===== src/rtl/sram_rsp_buffer.sv =====
// sram_rsp_buffer: valid/ready front-end for a single-port, 1-cycle-latency SRAM.
// Requests pass straight through to the SRAM port when accepted. Read data
// returning one cycle later is captured in a small response FIFO. A credit guard
// makes sure every read in flight already has a FIFO slot reserved, so the
// consumer can stall for as long as it likes without losing data.
module sram_rsp_buffer #(
    parameter int unsigned NumWords  = 1024,
    parameter int unsigned DataWidth = 128,
    parameter int unsigned ByteWidth = 8,
    parameter int unsigned BufDepth  = 3,
    parameter int unsigned AddrWidth = (NumWords > 1) ? $clog2(NumWords) : 1,
    parameter int unsigned BeWidth   = (DataWidth + ByteWidth - 1) / ByteWidth
) (
    input  logic                 clk_i,
    input  logic                 rst_i,
    // request side
    input  logic                 req_valid_i,
    output logic                 req_ready_o,
    input  logic                 req_we_i,
    input  logic [AddrWidth-1:0] req_addr_i,
    input  logic [DataWidth-1:0] req_wdata_i,
    input  logic [BeWidth-1:0]   req_be_i,
    // response side
    output logic                 rsp_valid_o,
    input  logic                 rsp_ready_i,
    output logic [DataWidth-1:0] rsp_rdata_o,
    // SRAM port
    output logic                 sram_req_o,
    output logic                 sram_we_o,
    output logic [AddrWidth-1:0] sram_addr_o,
    output logic [DataWidth-1:0] sram_wdata_o,
    output logic [BeWidth-1:0]   sram_be_o,
    input  logic [DataWidth-1:0] sram_rdata_i
);

    localparam int unsigned PtrWidth = (BufDepth > 1) ? $clog2(BufDepth) : 1;
    localparam int unsigned CntWidth = $clog2(BufDepth + 1);

    typedef logic [PtrWidth-1:0] ptr_t;
    typedef logic [CntWidth-1:0] cnt_t;

    // Elaboration-time parameter sanity.
    if (BufDepth < 2) begin : g_bad_depth
        $error("sram_rsp_buffer: BufDepth must be at least 2");
    end
    if (ByteWidth != 1 && ByteWidth != 8) begin : g_bad_bytewidth
        $error("sram_rsp_buffer: ByteWidth must be 1 or 8");
    end

    logic                 inflight_q;
    cnt_t                 count_q;
    cnt_t                 count_next;
    ptr_t                 wr_ptr_q;
    ptr_t                 rd_ptr_q;
    logic [DataWidth-1:0] fifo_q [BufDepth];

    cnt_t credits_used;
    logic accept;
    logic push;
    logic pop;

    // Explicit wrap so non-power-of-2 depths work.
    function automatic ptr_t ptr_inc(input ptr_t p);
        return (p == ptr_t'(BufDepth - 1)) ? '0 : p + ptr_t'(1);
    endfunction

    // Credit guard and SRAM pass-through: only registered state gates ready.
    always_comb begin
        credits_used = count_q + cnt_t'(inflight_q);
        req_ready_o  = !rst_i && (credits_used < cnt_t'(BufDepth));
        accept       = req_valid_i && req_ready_o;
        sram_req_o   = accept;
        sram_we_o    = accept && req_we_i;
        sram_addr_o  = req_addr_i;
        sram_wdata_o = req_wdata_i;
        sram_be_o    = req_be_i;
    end

    // FIFO handshakes; read data lands in the FIFO the cycle after the read issued.
    always_comb begin
        rsp_valid_o = (count_q != '0);
        rsp_rdata_o = fifo_q[rd_ptr_q];
        push        = inflight_q;
        pop         = rsp_valid_o && rsp_ready_i;
        count_next  = count_q;
        unique case ({push, pop})
            2'b10:   count_next = count_q + cnt_t'(1);
            2'b01:   count_next = count_q - cnt_t'(1);
            default: count_next = count_q;
        endcase
    end

    // Control state: in-flight flag, occupancy and pointers.
    always_ff @(posedge clk_i) begin
        if (rst_i) begin
            inflight_q <= 1'b0;
            count_q    <= '0;
            wr_ptr_q   <= '0;
            rd_ptr_q   <= '0;
        end else begin
            inflight_q <= accept && !req_we_i;
            count_q    <= count_next;
            if (push) wr_ptr_q <= ptr_inc(wr_ptr_q);
            if (pop)  rd_ptr_q <= ptr_inc(rd_ptr_q);
        end
    end

    // Response storage; cleared on reset so the head reads zero afterwards.
    always_ff @(posedge clk_i) begin
        if (rst_i) begin
            for (int i = 0; i < int'(BufDepth); i++) begin
                fifo_q[i] <= '0;
            end
        end else if (push) begin
            fifo_q[wr_ptr_q] <= sram_rdata_i;
        end
    end

    // Simulation checks on address range and FIFO overflow.
    always_ff @(posedge clk_i) begin
        if (!rst_i) begin
            assert (!accept || (32'(req_addr_i) < NumWords));
            assert (!(push && !pop && (count_q == cnt_t'(BufDepth))));
        end
    end

endmodule


===== config.mk =====
export PLATFORM = sky130hd
export DESIGN_NAME = sram_rsp_buffer
export DESIGN_NICKNAME = d
export VERILOG_FILES = /design/src/rtl/sram_rsp_buffer.sv
export SDC_FILE = /design/constraint.sdc
export NUM_CORES = 1
export LEC_CHECK = 0
export ABC_AREA = 0
export CAP_MARGIN = 20
export CELL_PAD_IN_SITES_DETAIL_PLACEMENT = 0
export CELL_PAD_IN_SITES_GLOBAL_PLACEMENT = 2
export CORE_UTILIZATION = 35
export DETAILED_ROUTE_END_ITERATION = 6
export PLACE_DENSITY = 0.85
export RECOVER_POWER = 100
export SYNTH_ARGS = -nofsm -noshare
export SYNTH_HDL_FRONTEND = slang
export SYNTH_SLANG_ARGS = --single-unit

===== constraint.sdc =====
create_clock -name clk_i -period 8.5 [get_ports clk_i]
set_input_delay 1.7 -clock clk_i [delete_from_list [all_inputs] [get_ports clk_i]]
set_output_delay 1.7 -clock clk_i [all_outputs]
set_load 0.01 [all_outputs]

Yosys cells after proc, flatten, opt, wreduce, memory -nomap -nowiden
Memory sizes are Yosys's and may differ from the RTL's. A register that Yosys moved wholly into a read port is not among the register bits.
Cells that the tools add are included.
{"block": "classes", "eq_ne": 4, "order_cmp": 1, "mux": 13, "n_addsub": 5, "n_reduce_logical": 10}
{"cell": "128-bit two-way mux", "n": 1}
{"cell": "128-bit OR reduction", "n": 1}
{"cell": "2-bit two-way mux", "n": 5}
{"cell": "2-bit by 1-bit adder with 2-bit output, second input constant", "n": 3}
{"cell": "2-bit equality test, second input constant", "n": 3}
{"cell": "1-bit two-way mux", "n": 6}
{"cell": "1-bit logical AND", "n": 5}
{"cell": "2-bit case mux with 2 select lines", "n": 1}
{"cell": "2-bit nonzero test", "n": 2}
{"cell": "2-bit by 1-bit adder with 2-bit output", "n": 1}
{"cell": "2-bit by 1-bit equality test with 1-bit output, second input constant", "n": 1}
{"cell": "1-bit zero test", "n": 2}
{"cell": "2-bit < comparator, second input constant", "n": 1}
{"cell": "2-bit by 1-bit subtractor with 2-bit output, second input constant", "n": 1}
{"block": "totals", "ramBits": 384, "out_inout_bits": 286, "reg_bits": 7, "memories": 1}
{"memory": "fifo_q", "depth": 3, "width": 128, "rd": 1, "rd_ports_with_merged_regs": 1, "write_ports": 3, "line": "55", "rtl": "logic [DataWidth-1:0] fifo_q [BufDepth];"}

Logic depth before layout (Yosys ltp)
Gate-level depths: netlist (run 1).
{"block": "logic_depth", "ltp_word": 5, "ltp_mapped": 6}

Worst setup path before layout (run 1)
OpenSTA, ideal clock, no wires.
{"block": "synth_path", "kind": "input to register", "startpoint": "input port rst_i", "endpoint": "memory fifo_q[3][0], enable pin", "arrival_time_ns": 7.169, "t_required_ns": 7.884, "stages": 2, "path_buffers": 0, "setup_slack_ns": 0.715, "cell_sequence": "nand2b_1 > nor2_1"}
{"item": "from (decl)", "line": "15", "rtl": "input logic rst_i,"}
{"item": "to (decl)", "line": "55"}

==> impl_metrics.env, run 1 <==
export IMPL_clockRootBuffer="clkbuf_16"
export IMPL_path_class="reg -> out"
export IMPL_setup_slack_ns=1.97
export IMPL_fin_crit_sh_pct=76.8
export IMPL_critPathLaunchType="flop"
export IMPL_hold_viol_final=0
export IMPL_ff2ff_path_depth=3
export IMPL_grt_max_degree=68
export IMPL_arrival_ns=4.83
export IMPL_ys_seq_elements=521
export IMPL_violations="capacitance limit, slew limit"
export IMPL_area_delta_synth_final_pct=17.8
export IMPL_ys_types=27
export IMPL_core_area_um2=63500
export IMPL_holdPathStages=2
export IMPL_ctsLongestPathBuffers=3
export IMPL_status="finished, violations left"
export IMPL_yosys_warnings=0
export IMPL_worst_pin_slew_ns=3.59
export IMPL_place_area_um2=25000
export IMPL_drtIter0Drc=669
export IMPL_rsz0062_at_grt="no"
export IMPL_drt_total_wl_um=50800
export IMPL_slew_headroom_pct=-140
export IMPL_cts_hold_buf=0
export IMPL_avgSynthCellArea_um2=17.5
export IMPL_yosysMostFrequentCell="edfxtp_1"
export IMPL_slowest_delay_ns=1.72
export IMPL_fin_crit_ns=6.53
export IMPL_worstHoldPathType="reg -> reg"
export IMPL_grt_pass1_wl_um=76200
export IMPL_cts_buffers=56
export IMPL_dp_hpwl_um=28800
export IMPL_multiInputGateArea_um2=5520
export IMPL_crit_slowest_cell="dfxtp_1"
export IMPL_synth_nets=1587
export IMPL_ys_flop_type="edfxtp_1"
export IMPL_antenna_found_initial=15
export IMPL_die_h_um=257
export IMPL_routedWlPerCell_um=22.0
export IMPL_worstPathRequired_ns=6.80
export IMPL_synth_top_cell_area_share_pct=67.8
export IMPL_die_area_um2=65800
export IMPL_crit_path_cell_trace="clkbuf_2 -> mux4_2 -> dlygate4sd3_1"
export IMPL_grt_overflow=0
export IMPL_row_count=92
export IMPL_synth_async_sr_flop_share_pct=0
export IMPL_synth_top_area_cell="edfxtp_1"
export IMPL_grt_usage_pct=15.4
export IMPL_tritoncts="built"
export IMPL_clock_latency_ns=0.60
export IMPL_drt_pass1_iter_count=4
export IMPL_end_kind="output pin"
export IMPL_ir_worst_vdd_mv=0.155
export IMPL_cts_resized_gates=0
export IMPL_dpl_cell_count=2202
export IMPL_cts_setup_buffers=0
export IMPL_route_detailed_drc=0
export IMPL_leakage_nw=9.12
export IMPL_die_w_um=257
export IMPL_maxCapViolations=18
export IMPL_synth_common_cells="512 x edfxtp_1, 385 x and2_1, 155 x buf_4"
export IMPL_synth_edf_count=512
export IMPL_setup_tns_ns=0
export IMPL_viasPerCell=4.87
export IMPL_fillers=5675
export IMPL_io_buffer_count=264
export IMPL_timing_rr_start="inflight_q"
export IMPL_ant_nets=0
export IMPL_finalSetupViolCount=0
export IMPL_netlist_top_cells_area="edfxtp_1 68%, mux4_2 13%, and2_1 11%, buf_4 5.1%, dfxtp_1 0.79%"
export IMPL_clkTransAtPathRegs_ns=0.06
export IMPL_pin_count=573
export IMPL_start_util_pct=35.7
export IMPL_hold_slack_ns=0.474
export IMPL_min_delay_start="wr_ptr_q[0]"
export IMPL_yosysSeqAreaShare_pct=68.6
export IMPL_finalNonFillerCells=2309
export IMPL_synthCells=1298
export IMPL_finish_net_count=1703
export IMPL_clock_sinks=521
export IMPL_fmax_ghz=0.153
export IMPL_r2r_end="fifo_q[1][101]"
export IMPL_ctsHtreeMaxLevel=2
export IMPL_slew_viol_final=865
export IMPL_regArea_um2=15600
export IMPL_fin_area_um2=26700
export IMPL_holdPathEnd="wr_ptr_q[0]"
export IMPL_p_per_area_nw_per_um2=222
export IMPL_post_place_ws_ns=3.26
export IMPL_drive_gt1_share_pct=15.4
export IMPL_skew_ns=0.0173
export IMPL_synth_area_um2=22700
export IMPL_r2r_slack_ns=2.81
export IMPL_gp_congestion=0.713
export IMPL_vias=11254
export IMPL_crit_fanout=47
export IMPL_grt_pass1_vias=12082
-- through the flow --
stage,utilization [%],total power (W)
global placement,39.4,0.00363
floorplan,-,0.00340
finish,42.0,0.00593
CTS,42.2,0.00605
detailed placement,39.4,0.00364
global route,42.0,0.00614
-- area by class of cell --
class | count | share of cell area [%]
antenna | 5 | 0.0468
clock inverter | 32 | 1.22
tap | 846 | 3.96
multi-input combinational | 549 | 20.7
sequential | 521 | 58.2
inverter | 3 | 0.0422
clock buffer | 70 | 5.52
timing repair buffer | 283 | 10.3
-- worst max-delay path: cells and delay by family, from the launching register on --
kind | cells | cell delay, ns
buffers and inverters | 2 | 2.01
flip-flops | 1 | 1.72
multiplexers | 1 | 0.45
-- where the power goes --
part           switching [W]  internal [W]
Sequential         0.0000323       0.00291
Clock               0.000999       0.00141
Combinational       0.000272      0.000308
-- flip-flops by register name (all words and copies together), names as in the netlist, named ones only --
signal,count
inflight_q,1
rd_ptr_q,2
wr_ptr_q,2
count_q,2
fifo_q,512
-- metal layers --
layer  part of all wire, %  track usage (%)
met1                    41             19.7
met2                    49             24.7
met5                  0.15            0.146
met4                   2.2             4.30
met3                   8.2             5.32
-- cells in the final DEF, fill, tap and decap left out, types with 7 or more instances in the layout --
cell type      count
clkinv_2          11
clkinv_1           7
edfxtp_1         512
dfxtp_1            8
mux4_2           128
and2_0           185
dlygate4sd3_1    258
clkbuf_1          23
and2_1           200
clkbuf_16         57
-- cell families (layout without fill, tap and decap cells) --
family                   count (synthesis)  after routing  share of synthesized area [%]
multiplexers                           129            129                           12.8
XOR/XNOR                                 3              3                          0.116
other                                    0              5                              0
adder cells (fa/ha/maj)                  2              2                          0.110
AO/OA/AOI/OAI                           10             10                          0.243
AND/OR/NAND/NOR                        405            405                           11.1
buffers and inverters                  228            388                           7.09
flip-flops                             521            521                           68.6
-- worst max-delay path by stage --
stage / start / end / slack, ns / cells after the start
3_5_place_dp: rst_i / sram_we_o / 3.26 / 5
2_1_floorplan: rst_i / fifo_q[3][0] / 0.72 / 2
5_1_grt: flop / rsp_rdata_o[38] / 1.58 / 3
6_report: flop / rsp_rdata_o[41] / 1.97 / 3
4_1_cts: rst_i / sram_we_o / 3.23 / 5
3_3_place_gp: rst_i / sram_we_o / 3.24 / 5
Power figures use the tool's default switching activity.
==> run 2: changes to the inputs <==
Settings changed: CORE_UTILIZATION 35 to 32, PLACE_DENSITY 0.85 to 0.82.
Clock period 8.5 ns to 5.8 ns, I/O delays scaled along.
==> impl_metrics.env, run 2 (synthesis gave the netlist of run 1 again) <==
export IMPL_ctsHtreeMaxLevel=2
export IMPL_end_kind="output pin"
export IMPL_ctsLongestPathBuffers=3
export IMPL_row_count=97
export IMPL_clockRootBuffer="clkbuf_16"
export IMPL_maxCapViolations=11
export IMPL_setup_tns_ns=0
export IMPL_cts_buffers=56
export IMPL_hold_viol_final=0
export IMPL_die_h_um=268
export IMPL_drive_gt1_share_pct=15.5
export IMPL_largest_reg_flops=512
export IMPL_area_delta_synth_final_pct=18.1
export IMPL_grt_pass1_vias=12179
export IMPL_gp_congestion=0.706
export IMPL_layout_commonest_cell="edfxtp_1"
export IMPL_clock_sinks=521
export IMPL_drt_pass1_iter_count=5
export IMPL_fmax_ghz=0.204
export IMPL_status="finished, violations left"
export IMPL_critPathLaunchType="flop"
export IMPL_drt_total_wl_um=51600
export IMPL_clkTransAtPathRegs_ns=0.06
export IMPL_fin_crit_ns=4.89
export IMPL_finish_net_count=1700
export IMPL_cts_setup_buffers=0
export IMPL_grt_usage_pct=14.2
export IMPL_slew_headroom_pct=-151
export IMPL_leakage_nw=9.07
export IMPL_routedWlPerCell_um=21.5
export IMPL_regMostFlops="fifo_q"
export IMPL_route_detailed_drc=0
export IMPL_finalSetupViolCount=0
export IMPL_slew_viol_final=852
export IMPL_dp_hpwl_um=28700
export IMPL_vias=11199
export IMPL_rsz0062_at_grt="no"
export IMPL_die_area_um2=72000
export IMPL_dpl_cell_count=2293
export IMPL_p_per_area_nw_per_um2=318
export IMPL_pin_count=573
export IMPL_worst_pin_slew_ns=3.76
export IMPL_fin_crit_sh_pct=84.3
export IMPL_grt_overflow=0
export IMPL_ant_nets=0
export IMPL_path_class="reg -> out"
export IMPL_die_w_um=268
export IMPL_tritoncts="built"
export IMPL_worstPathRequired_ns=4.64
export IMPL_fillers=6445
export IMPL_grt_max_degree=129
export IMPL_crit_fanout=54
export IMPL_skew_ns=0.00899
export IMPL_cts_hold_buf=0
export IMPL_worstHoldPathType="reg -> reg"
export IMPL_grt_pass1_wl_um=75600
export IMPL_core_area_um2=70000
export IMPL_ir_worst_vdd_mv=0.207
export IMPL_clock_latency_ns=0.59
export IMPL_start_util_pct=32.4
export IMPL_drtIter0Drc=635
export IMPL_io_buffer_count=264
export IMPL_finalNonFillerCells=2399
export IMPL_arrival_ns=3.73
export IMPL_cts_resized_gates=0
export IMPL_violations="capacitance limit, slew limit"
export IMPL_antenna_found_initial=15
export IMPL_final_cell_mix="512 x edfxtp_1, 234 x dlygate4sd3_1, 195 x and2_1"
export IMPL_viasPerCell=4.67
run 2: path summary, 6_finish.rpt:
kind                from         endpoint  slack, ns  cells after the start
min          wr_ptr_q[0]      wr_ptr_q[0]       0.48                      2
max                 flop  rsp_rdata_o[89]       0.91                      3
min reg2reg  wr_ptr_q[0]      wr_ptr_q[0]       0.48                      2
max reg2reg   inflight_q    fifo_q[2][98]       1.84                      3
run 2: power by group:
part | total [W] | switching [W] | leakage (nW) | internal (W)
sequential | 0.00431 | 0.0000391 | 5.21 | 0.00427
combinational | 0.000867 | 0.000405 | 3.02 | 0.000462
clock | 0.00333 | 0.00142 | 0.840 | 0.00191
run 2: worst max-delay path: stages, from the launching register on:
cell           delay (ns)
dfxtp_2              1.45
buf_4                0.61
mux4_2               0.37
dlygate4sd3_1        0.62
run 2: routing by layer:
metal  GRT usage, %  vias up  wire length (um)
met1           17.1     5784             20200
met3           5.85      117              5120
li1               -     4895                 -
met5              0        -                99
met2           23.3      387             25000
met4           4.28       16              1280
run 2: stage by stage:
stage | hold WS (ns) | util [%] | setup WS [ns] | cell area, um^2 | total power [W]
finish | 0.478 | 38.3 | 0.910 | 26800 | 0.00851
global route | 0.504 | 38.2 | 0.676 | 26800 | 0.00882
CTS | 0.481 | 38.4 | 1.39 | 26900 | 0.00870
detailed placement | 0.471 | 36.0 | 1.53 | 25200 | 0.00533
global placement | 0.456 | 36.0 | 1.54 | 25200 | 0.00532
floorplan | 0.444 | - | 0.713 | 22700 | 0.00498
run 2: layout make-up:
| cell class | count | area, um^2 | share of cell area (%) |
|---|---|---|---|
| clock buffers | 72 | 1500 | 5.60 |
| well taps | 940 | 1180 | 4.39 |
| inverters | 3 | 11.3 | 0.0420 |
| repair buffers | 280 | 2800 | 10.4 |
| flip-flops and latches | 521 | 15600 | 58.1 |
| diodes | 5 | 12.5 | 0.0467 |
| multi-input cells | 549 | 5520 | 20.6 |
| clock inverters | 29 | 208 | 0.775 |
==> run 3: changes to the inputs <==
Clock period 5.8 ns to 4.15 ns, I/O delays scaled along.
==> impl_metrics.env, run 3 (synthesis gave the netlist of run 1 again) <==
export IMPL_grt_overflow=0
export IMPL_regMostFlops="fifo_q"
export IMPL_slew_headroom_pct=-56.3
export IMPL_rsz0062_at_grt="no"
export IMPL_final_cell_mix="512 x edfxtp_1, 247 x and2_1, 188 x dlygate4sd3_1"
export IMPL_setup_slack_ns=0.420
export IMPL_pin_count=573
export IMPL_ctsLongestPathBuffers=3
export IMPL_clockRootBuffer="clkbuf_16"
export IMPL_dp_hpwl_um=29500
export IMPL_clock_latency_ns=0.59
export IMPL_fin_area_um2=26900
export IMPL_fillers=6437
export IMPL_cts_resized_gates=0
export IMPL_ctsHtreeMaxLevel=2
export IMPL_ir_worst_vdd_mv=0.290
export IMPL_finalSetupViolCount=0
export IMPL_dpl_cell_count=2305
export IMPL_start_util_pct=32.4
export IMPL_crit_path_cell_trace="dlygate4sd3_1 -> clkbuf_1 -> o21bai_1 -> clkbuf_2"
export IMPL_cts_buffers=56
export IMPL_power_total_w=0.0122
export IMPL_vias=11227
export IMPL_grt_usage_pct=14.0
export IMPL_largest_reg_flops=512
export IMPL_worstHoldPathType="reg -> reg"
export IMPL_layout_commonest_cell="edfxtp_1"
export IMPL_die_area_um2=72000
export IMPL_multiInputGateArea_um2=5530
export IMPL_viasPerCell=4.65
export IMPL_post_route_util_pct=38.5
export IMPL_p_per_area_nw_per_um2=452
export IMPL_holdPathStages=2
export IMPL_min_delay_start="rd_ptr_q[0]"
export IMPL_drive_gt1_share_pct=16.0
export IMPL_grt_max_degree=88
export IMPL_ff2ff_path_depth=3
export IMPL_routedWlPerCell_um=21.3
export IMPL_violations="capacitance limit, slew limit"
export IMPL_worst_pin_slew_ns=2.34
export IMPL_cts_hold_buf=0
export IMPL_row_count=97
export IMPL_skew_ns=0.0150
export IMPL_slew_viol_final=633
export IMPL_worstPathRequired_ns=4.30
export IMPL_crit_fanout=71
export IMPL_r2r_end="fifo_q[1][92]"
export IMPL_regArea_um2=15600
export IMPL_drtIter0Drc=697
export IMPL_fin_crit_sh_pct=89.9
export IMPL_critPathLaunchType="input port"
export IMPL_place_area_um2=25400
export IMPL_finish_net_count=1712
export IMPL_die_w_um=268
export IMPL_grt_pass1_wl_um=74600
export IMPL_ant_nets=0
export IMPL_hold_viol_final=0
export IMPL_drt_total_wl_um=51300
export IMPL_die_h_um=268
export IMPL_cts_setup_buffers=0
export IMPL_drt_pass1_iter_count=4
export IMPL_timing_rr_start="inflight_q"
export IMPL_clock_sinks=521
export IMPL_crit_slowest_cell="clkbuf_2"
export IMPL_antenna_found_initial=15
export IMPL_arrival_ns=3.88
export IMPL_slowest_delay_ns=1.60
export IMPL_post_place_ws_ns=1.07
export IMPL_fmax_ghz=0.268
export IMPL_r2r_slack_ns=1.15
export IMPL_tritoncts="built"
export IMPL_gp_congestion=0.695
export IMPL_finalNonFillerCells=2412
export IMPL_area_delta_synth_final_pct=18.8
export IMPL_clkTransAtPathRegs_ns=0.06
export IMPL_io_buffer_count=264
export IMPL_end_kind="flop"
export IMPL_leakage_nw=9.15
export IMPL_grt_pass1_vias=11974
export IMPL_fin_crit_ns=3.73
export IMPL_core_area_um2=70000
export IMPL_path_class="in -> reg"
export IMPL_route_detailed_drc=0
export IMPL_maxCapViolations=9
export IMPL_status="finished, violations left"
-- run 3: cell types whose count changed in the layout (fill, tap and decap cells not counted), moves of 4 or more --
| cell | delta |
|---|---|
| dlygate4sd3_1 | -46 |
| clkdlybuf4s50_1 | +46 |
| clkbuf_8 | -4 |
| and2_1 | +52 |
| clkbuf_2 | +9 |
| clkinv_1 | +4 |
| bufinv_16 | +5 |
| and2_0 | -52 |
-- run 3: routing by layer --
layer | share of wire, % | vias up | wire, um | track usage [%]
met1 | 38 | 5751 | 19600 | 16.7
met5 | 0.29 | - | 149 | 0
met3 | 9.0 | 140 | 4630 | 5.26
li1 | - | 4924 | - | -
met2 | 49 | 390 | 25400 | 23.1
met4 | 3.0 | 22 | 1550 | 4.85
-- run 3: worst max-delay path by stage --
| stage | from | slack (ns) | cells past startpoint | end |
|---|---|---|---|---|
| 6_report | rst_i | 0.42 | 4 | fifo_q[1][92] |
| 5_1_grt | flop | 0.22 | 3 | rsp_rdata_o[46] |
| 4_1_cts | flop | 0.48 | 3 | rsp_rdata_o[46] |
| 3_5_place_dp | rst_i | 1.07 | 5 | sram_we_o |
| 3_3_place_gp | rst_i | 1.04 | 5 | sram_we_o |
| 2_1_floorplan | inflight_q | -0.18 | 2 | fifo_q[1][0] |
-- run 3: stage by stage --
stage | setup TNS, ns | hold WS (ns)
2_1_floorplan | -43.25 | 0.444
6_report | 0 | 0.471
3_5_place_dp | 0 | 0.465
3_3_place_gp | 0 | 0.453
4_1_cts | 0 | 0.473
5_1_grt | 0 | 0.503
-- run 3: report_power, final --
part	internal, W	total (W)	switching [W]
clock	0.00293	0.00493	0.00200
combinational	0.000673	0.00124	0.000567
sequential	0.00596	0.00602	0.0000635
total	0.00956	0.0122	0.00263
-- run 3: cell type report --
cell class	instances	share of cell area (%)
inverters	3	0.0418
clock inverters	35	1.28
repair buffers	292	10.6
multi-input cells	549	20.5
clock buffers	66	5.42
diodes	6	0.0557
flip-flops and latches	521	57.8
well taps	940	4.36
-- run 3: critical path, delay by kind of cell --
| family | cells | cell delay (ns) |
|---|---|---|
| buffers and inverters | 3 | 2.62 |
| AOI/OAI and AO/OA | 1 | 0.24 |
